**config.mk**
```make
export PLATFORM = sky130hd
export DESIGN_NAME = ucsbece154b_perfmon_flat
export DESIGN_NICKNAME = d
export VERILOG_FILES = /design/src/rtl/ucsbece154b_perfmon_if.sv /design/src/rtl/ucsbece154b_perfmon.sv /design/src/flat_wrapper.sv
export SDC_FILE = /design/constraint.sdc
export NUM_CORES = 1
export LEC_CHECK = 0
export ABC_AREA = 1
export CORE_MARGIN = 5
export CORE_UTILIZATION = 50
export CTS_CLUSTER_SIZE = 10
export DETAILED_ROUTE_END_ITERATION = 7
export PLACE_DENSITY = 0.7
export SLEW_MARGIN = 20
export SYNTH_ARGS = -nofsm -noshare
export SYNTH_HDL_FRONTEND = slang
export SYNTH_SLANG_ARGS = --single-unit
export TNS_END_PERCENT = 5
```
**constraint.sdc**
```tcl
create_clock -name clk -period 8.6 [get_ports clk]
set_input_delay 0.86 -clock clk [delete_from_list [all_inputs] [get_ports clk]]
set_output_delay 0.86 -clock clk [all_outputs]
set_load 0.01 [all_outputs]
```
**src/rtl/ucsbece154b_perfmon_if.sv**
```systemverilog
// Read port of the performance monitor.
//   rd_req_i  : single-cycle read request
//   rd_sel_i  : counter select (0..5 counters, 6 status, 7 zero)
//   rd_ack_o  : one-cycle pulse, data valid, in the cycle after the request
//   rd_data_o : registered read data; holds its value between reads
// The monitor connects through the slave modport. A requester (debug bridge,
// bench) connects through the master modport.
interface ucsbece154b_perfmon_if #(
    parameter int WIDTH = 32
);
    logic             rd_req_i;
    logic [2:0]       rd_sel_i;
    logic             rd_ack_o;
    logic [WIDTH-1:0] rd_data_o;

    modport master (
        output rd_req_i,
        output rd_sel_i,
        input  rd_ack_o,
        input  rd_data_o
    );

    modport slave (
        input  rd_req_i,
        input  rd_sel_i,
        output rd_ack_o,
        output rd_data_o
    );
endinterface

```
**src/rtl/ucsbece154b_perfmon.sv**
```systemverilog
// Performance monitor for the dual-issue pipeline.
// It samples execute-stage events from both issue slots, plus the fetch PC. It
// keeps saturating counters for cycles, instructions, branches, branch misses,
// jumps and jump misses. It also detects program completion, which is a
// self-loop at HALT_PC.
// Ports:
//   clk           : core clock, rising edge
//   reset         : synchronous, active-low reset
//   enable_i      : counting gate
//   pcf_i         : fetch PC, slot 1
//   pce1_i/pce2_i : execute PCs, slot 1 and slot 2
//   ope1_i        : execute opcode, slot 1
//   mispredict_i  : slot-1 branch mispredict
//   taken_i       : slot-1 branch/jump taken
//   clear_i       : synchronous clear of the counters and the state
//   rd            : registered request/acknowledge read port (slave side)
//   halted_o      : high while the state is HALTED
//   overflow_o    : sticky, set when any counter saturates
module ucsbece154b_perfmon #(
    parameter int          WIDTH    = 32,
    parameter logic [31:0] HALT_PC  = 32'h0001005c,
    parameter logic [31:0] PC_LIMIT = 32'h00010060
) (
    input  logic        clk,
    input  logic        reset,
    input  logic        enable_i,
    input  logic [31:0] pcf_i,
    input  logic [31:0] pce1_i,
    input  logic [31:0] pce2_i,
    input  logic [6:0]  ope1_i,
    input  logic        mispredict_i,
    input  logic        taken_i,
    input  logic        clear_i,
    ucsbece154b_perfmon_if.slave rd,
    output logic        halted_o,
    output logic        overflow_o
);

    localparam int         NUM_CNT   = 6;
    localparam logic [6:0] OP_BRANCH = 7'b1100011;
    localparam logic [6:0] OP_JAL    = 7'b1101111;
    localparam logic [6:0] OP_JALR   = 7'b1100111;

    typedef enum logic [1:0] {
        IDLE   = 2'd0,
        RUN    = 2'd1,
        HALTED = 2'd2
    } state_t;

    state_t           state_reg, state_next;
    logic [31:0]      prev_pcf_reg;
    logic             overflow_reg, overflow_next;
    logic             count_en;
    logic             halt_detect;
    logic             rd_ack_reg;
    logic [WIDTH-1:0] rd_data_reg, rd_data_next;
    logic [WIDTH-1:0] status;

    logic             is_branch, is_jump, slot1_valid, slot2_valid;
    logic [1:0]       inc [NUM_CNT];
    logic [WIDTH-1:0] cnt_val [NUM_CNT];
    logic [NUM_CNT-1:0] sat;

    // ------------------------------------------------------------------
    // Event decode
    // ------------------------------------------------------------------
    assign is_branch   = (ope1_i == OP_BRANCH);
    assign is_jump     = (ope1_i == OP_JAL) || (ope1_i == OP_JALR);
    assign slot1_valid = (pce1_i != 32'd0);
    // Slot-2 PCs past the end of the program are speculative fetch debris.
    assign slot2_valid = (pce2_i != 32'd0) && (pce2_i < PC_LIMIT);

    always_comb begin
        inc[0] = 2'd1;
        inc[1] = {1'b0, slot1_valid} + {1'b0, slot2_valid};
        inc[2] = {1'b0, is_branch};
        inc[3] = {1'b0, is_branch & mispredict_i};
        inc[4] = {1'b0, is_jump};
        inc[5] = {1'b0, is_jump & ~taken_i};
    end

    // Completion: the final instruction is in execute and fetch is spinning
    // on the same PC, which is the program's terminal self-loop.
    assign halt_detect = (pce1_i == HALT_PC) && (pcf_i == prev_pcf_reg);

    // ------------------------------------------------------------------
    // Control FSM
    // ------------------------------------------------------------------
    always_ff @(posedge clk) begin
        if (!reset) begin
            state_reg <= IDLE;
        end else begin
            state_reg <= state_next;
        end
    end

    always_comb begin
        state_next = state_reg;
        count_en   = 1'b0;
        if (clear_i) begin
            state_next = IDLE;
        end else begin
            case (state_reg)
                IDLE: begin
                    // The cycle that starts the run is counted.
                    if (enable_i) begin
                        count_en   = 1'b1;
                        state_next = RUN;
                    end
                end
                RUN: begin
                    count_en = enable_i;
                    if (halt_detect) begin
                        state_next = HALTED;
                    end
                end
                HALTED:  state_next = HALTED;
                default: state_next = IDLE;
            endcase
        end
    end

    // ------------------------------------------------------------------
    // Saturating counters
    // ------------------------------------------------------------------
    generate
        for (genvar gi = 0; gi < NUM_CNT; gi++) begin : gen_cnt
            logic [WIDTH-1:0] cnt_reg;
            logic [WIDTH:0]   sum;

            // One extra bit catches any step past all-ones, including +2
            // from all-ones minus one.
            assign sum         = {1'b0, cnt_reg} + {{(WIDTH-1){1'b0}}, inc[gi]};
            assign sat[gi]     = sum[WIDTH];
            assign cnt_val[gi] = cnt_reg;

            always_ff @(posedge clk) begin
                if (!reset || clear_i) begin
                    cnt_reg <= '0;
                end else if (count_en) begin
                    cnt_reg <= sat[gi] ? '1 : sum[WIDTH-1:0];
                end
            end
        end
    endgenerate

    assign overflow_next = clear_i ? 1'b0 : (overflow_reg | (count_en & (|sat)));

    // ------------------------------------------------------------------
    // Read port: data is taken before this edge's update, so a read that
    // coincides with clear_i returns the value before the clear.
    // ------------------------------------------------------------------
    always_comb begin
        status       = '0;
        status[3:0]  = {overflow_reg, halted_o, state_reg};
        rd_data_next = '0;
        case (rd.rd_sel_i)
            3'd0:    rd_data_next = cnt_val[0];
            3'd1:    rd_data_next = cnt_val[1];
            3'd2:    rd_data_next = cnt_val[2];
            3'd3:    rd_data_next = cnt_val[3];
            3'd4:    rd_data_next = cnt_val[4];
            3'd5:    rd_data_next = cnt_val[5];
            3'd6:    rd_data_next = status;
            default: rd_data_next = '0;
        endcase
    end

    always_ff @(posedge clk) begin
        if (!reset) begin
            prev_pcf_reg <= '0;
            overflow_reg <= 1'b0;
            rd_ack_reg   <= 1'b0;
            rd_data_reg  <= '0;
        end else begin
            prev_pcf_reg <= clear_i ? 32'd0 : pcf_i;
            overflow_reg <= overflow_next;
            rd_ack_reg   <= rd.rd_req_i;
            if (rd.rd_req_i) begin
                rd_data_reg <= rd_data_next;
            end
        end
    end

    assign rd.rd_ack_o  = rd_ack_reg;
    assign rd.rd_data_o = rd_data_reg;
    assign halted_o     = (state_reg == HALTED);
    assign overflow_o   = overflow_reg;

endmodule

```
**src/flat_wrapper.sv**
```systemverilog
// flat-port wrapper written by rule: the top's interface ports become plain ports
module ucsbece154b_perfmon_flat 
#(
    parameter int          WIDTH    = 32,
    parameter logic [31:0] HALT_PC  = 32'h0001005c,
    parameter logic [31:0] PC_LIMIT = 32'h00010060
)
  (clk, reset, enable_i, pcf_i, pce1_i, pce2_i, ope1_i, mispredict_i, taken_i, clear_i, halted_o, overflow_o, rd_rd_req_i, rd_rd_sel_i, rd_rd_ack_o, rd_rd_data_o);
  ucsbece154b_perfmon_if #(.WIDTH(WIDTH)) rd_i ();
  input  logic clk;
  input  logic reset;
  input  logic enable_i;
  input  logic [31:0] pcf_i;
  input  logic [31:0] pce1_i;
  input  logic [31:0] pce2_i;
  input  logic [6:0] ope1_i;
  input  logic mispredict_i;
  input  logic taken_i;
  input  logic clear_i;
  output logic halted_o;
  output logic overflow_o;
  input wire logic [$bits(rd_i.rd_req_i)-1:0] rd_rd_req_i;
  input wire logic [$bits(rd_i.rd_sel_i)-1:0] rd_rd_sel_i;
  output wire logic [$bits(rd_i.rd_ack_o)-1:0] rd_rd_ack_o;
  output wire logic [$bits(rd_i.rd_data_o)-1:0] rd_rd_data_o;
  assign rd_i.rd_req_i = rd_rd_req_i;
  assign rd_i.rd_sel_i = rd_rd_sel_i;
  assign rd_rd_ack_o = rd_i.rd_ack_o;
  assign rd_rd_data_o = rd_i.rd_data_o;
  ucsbece154b_perfmon #(.WIDTH(WIDTH), .HALT_PC(HALT_PC), .PC_LIMIT(PC_LIMIT)) u_core (.clk(clk), .reset(reset), .enable_i(enable_i), .pcf_i(pcf_i), .pce1_i(pce1_i), .pce2_i(pce2_i), .ope1_i(ope1_i), .mispredict_i(mispredict_i), .taken_i(taken_i), .clear_i(clear_i), .rd(rd_i), .halted_o(halted_o), .overflow_o(overflow_o));
endmodule
```
==> impl_metrics.env <==
export IMPL_max_vdd_ir_drop_mv=0.141
export IMPL_synthArstFlopShare=0
export IMPL_ys_ff_latch=260
export IMPL_viasPerCell=5.58
export IMPL_critical_path_class="input pin to register"
export IMPL_synth_distinct_cells=46
export IMPL_dieArea_um2=33700
export IMPL_wire_per_inst_um=17.8
export IMPL_dpl_hpwl_um=39300
export IMPL_path_max_fanout=15
export IMPL_die_x_um=183
export IMPL_die_height_um=183
export IMPL_sequentialPowerShare=0.473
export IMPL_final_setup_viol_count=0
export IMPL_cts_root_buf="clkbuf_16"
export IMPL_syn_area_um2=15000
export IMPL_slew_headroom=0.260
export IMPL_grt_pass1_wl_um=80400
export IMPL_synthCells=2353
export IMPL_cp_arrival_ns=4.38
export IMPL_start_util=0.508
export IMPL_cts_made_buffers=31
export IMPL_synth_top_area_frac=0.346
export IMPL_grt_overflow_total=0
export IMPL_synth_main_ff_cell="dfxtp_1"
export IMPL_place_gp_congestion=0.994
export IMPL_row_count=63
export IMPL_pin_count=148
export IMPL_maxCapViolCount=0
export IMPL_antenna_found_initial=0
export IMPL_synth_edf_count=0
export IMPL_cts_tree="built"
export IMPL_clkPwrFrac=0.464
export IMPL_core_area_um2=29600
export IMPL_route_vias_total=16000
export IMPL_hold_slack_ns=0.463
export IMPL_clk_latency_ns=0.56
export IMPL_final_max_slew_viol_count=0
export IMPL_crit_required_ns=9.10
export IMPL_worst_pin_slew_ns=1.11
export IMPL_fin_util=0.597
export IMPL_crit_path_end_kind="register"
export IMPL_cellPowerDensity_nw_per_um2=146
export IMPL_finalClockSkew_ns=0.0120
export IMPL_hold_viol_final=0
export IMPL_dr_pass1_iters=6
export IMPL_start_kind="input pin"
export IMPL_cts_max_level=1
export IMPL_fmax_mhz=257
export IMPL_cts_buffer_depth=3
export IMPL_combPwrFrac=0.062
export IMPL_clkSlewWorstSetupHoldPaths_ns=0.06
export IMPL_syn2layout_area_growth_pct=17.6
export IMPL_hp_class="register to register"
export IMPL_p_switching_mw=0.587
export IMPL_dp_cells=2832
export IMPL_p_total_mw=2.58
export IMPL_ys_warnings_count=0
export IMPL_yosysSeqAreaShare=0.346
export IMPL_timing_setup_tns_ns=0
export IMPL_grt_max_degree=97
export IMPL_fin_nets=2603
export IMPL_switching_share=0.228
export IMPL_cts_setup_buffers=0
export IMPL_syn_num_nets=2481
export IMPL_ctsResizeCount=0
export IMPL_grt_pass1_vias=15200
export IMPL_fin_crit_sh=0.452
export IMPL_status="complete, no violations"
export IMPL_ant_nets=0
export IMPL_synth_top_area_cell="dfxtp_1"
export IMPL_routed_wl_um=51300
export IMPL_cts_hold_buf=0
export IMPL_rsz0062_at_grt="no"
export IMPL_io_buffers=147
export IMPL_avgSynthCellArea_um2=6.39
export IMPL_p_int_mw=1.99
export IMPL_drc=0
export IMPL_cts_sink_count=260
export IMPL_ys_top_cells_by_area="dfxtp_1, nand2_1, inv_1"
export IMPL_final_min_clock_period_ns=3.89
export IMPL_final_cells=2875
export IMPL_grt_use_total=0.297
export IMPL_drive_gt1_frac=0.0266
export IMPL_leakagePower_nw=6.92
export IMPL_drt_initial_drc_count=1563
export IMPL_largest_reg_flops=192
==> logic make-up after synthesis <==
logic type / after synthesis / share of synthesized area
xor gates and xnor gates: 95 / 0.0553
AOI/OAI and AO/OA: 372 / 0.140
adders and majority gates: 15 / 0.0130
DFF: 260 / 0.346
buffers and inverters: 439 / 0.111
and+or+nand+nor: 1172 / 0.335
==> cell usage after synthesis, drive strengths merged (2+ instances only) <==
cell type,instances
o2111ai,7
nand2,585
buf,12
o221ai,29
clkinv,2
nor4,16
a22oi,3
nand3b,16
a31oi,17
a21oi,167
and3,2
o31ai,3
o21ai,116
nor3,106
clkbuf,52
inv,373
and2,2
or3,2
nand3,145
or2,6
a211oi,5
xnor2,31
a221oi,5
dfxtp,260
nor2,244
o22ai,14
xor2,64
o21a,2
ha,14
nand4,47
o211ai,2
==> metrics by stage <==
step	setup slack, ns	instance area [µm²]
finish	4.71	17700
global route	4.36	17700
CTS	4.75	17700
detailed placement	4.18	16800
global placement	4.31	16800
floorplan	5.15	15000
==> layout make-up <==
type,count,area (µm²)
fillers,2927,11900
multi-input cells,1654,8180
flip-flops and latches,260,5200
repair buffers,153,1520
inverters,375,1410
clock buffers,40,850
well taps,390,488
clock inverters,2,35.0
diodes,1,2.50
==> per-layer routing <==
| metal | vias to the layer above | GRT usage | part of all wire | wire, µm |
|---|---|---|---|---|
| li1 | 7860 | - | - | - |
| met2 | 685 | 0.480 | 0.45 | 23000 |
| met5 | - | 0 | 0 | 0 |
| met1 | 7337 | 0.389 | 0.42 | 21500 |
| met3 | 152 | 0.0536 | 0.083 | 4260 |
| met4 | 0 | 0.133 | 0.051 | 2620 |
==> layout by cell type (no fill, tap or decap), types with 3 or more instances in the layout <==
cell / Yosys / layout
xor2_1: 64 / 64
nor4_1: 16 / 16
o221ai_1: 29 / 29
a221oi_1: 5 / 5
clkdlybuf4s50_1: 0 / 147
o31ai_1: 3 / 3
nor2_2: 5 / 4
o2111ai_1: 7 / 7
xnor2_1: 31 / 31
a22oi_1: 3 / 3
clkbuf_16: 0 / 31
o21ai_0: 115 / 115
nor2_1: 237 / 237
nand3_2: 3 / 3
nand3b_1: 16 / 16
clkbuf_8: 1 / 4
or2_2: 6 / 6
a21oi_1: 167 / 167
o22ai_1: 14 / 14
a31oi_1: 17 / 17
dfxtp_1: 260 / 260
inv_1: 373 / 372
buf_4: 1 / 6
ha_1: 14 / 14
nand3_1: 142 / 142
nand4_1: 47 / 47
nand2_1: 583 / 583
nor3_1: 103 / 103
nor2_4: 2 / 3
clkbuf_1: 51 / 5
a211oi_1: 5 / 5
==> critical path, stage by stage <==
cell and delay (ns):
clkdlybuf4s50_1 0.40, nor4_1 0.36, nand3_1 0.14, a211o_1 0.34, fa_1 0.36, inv_1 0.10
ha_1 0.24, nand3_1 0.14, inv_1 0.08, nand2_1 0.06, nor2_1 0.26, nand2_1 0.20
inv_1 0.11, nand2_1 0.36, nand2_1 0.17, o21ai_0 0.09, inv_1 0.10
==> power by group through the flow <==
stage	Combinational, mW	Sequential, mW	Clock, mW
floorplan	0.0782	1.24	0
global placement	0.156	1.24	0
detailed placement	0.159	1.25	0
CTS	0.160	1.22	1.22
global route	0.175	1.22	1.27
finish	0.160	1.22	1.20
==> path summary, 6_finish.rpt <==
| kind | start | to | slack, ns | cells past startpoint |
|---|---|---|---|---|
| setup reg to reg | u_core.state_reg[0]$_SDFFE_PP0P_ | u_core.gen_cnt[4].cnt_reg[20]$_SDFFE_PP0P_ | 5.64 | 13 |
| hold / removal | u_core.rd.rd_data_o[31]$_SDFFE_PN0P_ | u_core.rd.rd_data_o[31]$_SDFFE_PN0P_ | 0.46 | 2 |
| setup / recovery | pce2_i[8] | u_core.gen_cnt[1].cnt_reg[21]$_SDFFE_PP0P_ | 4.71 | 17 |
| hold reg to reg | u_core.rd.rd_data_o[31]$_SDFFE_PN0P_ | u_core.rd.rd_data_o[31]$_SDFFE_PN0P_ | 0.46 | 2 |
(Power assumes the default switching activity.)
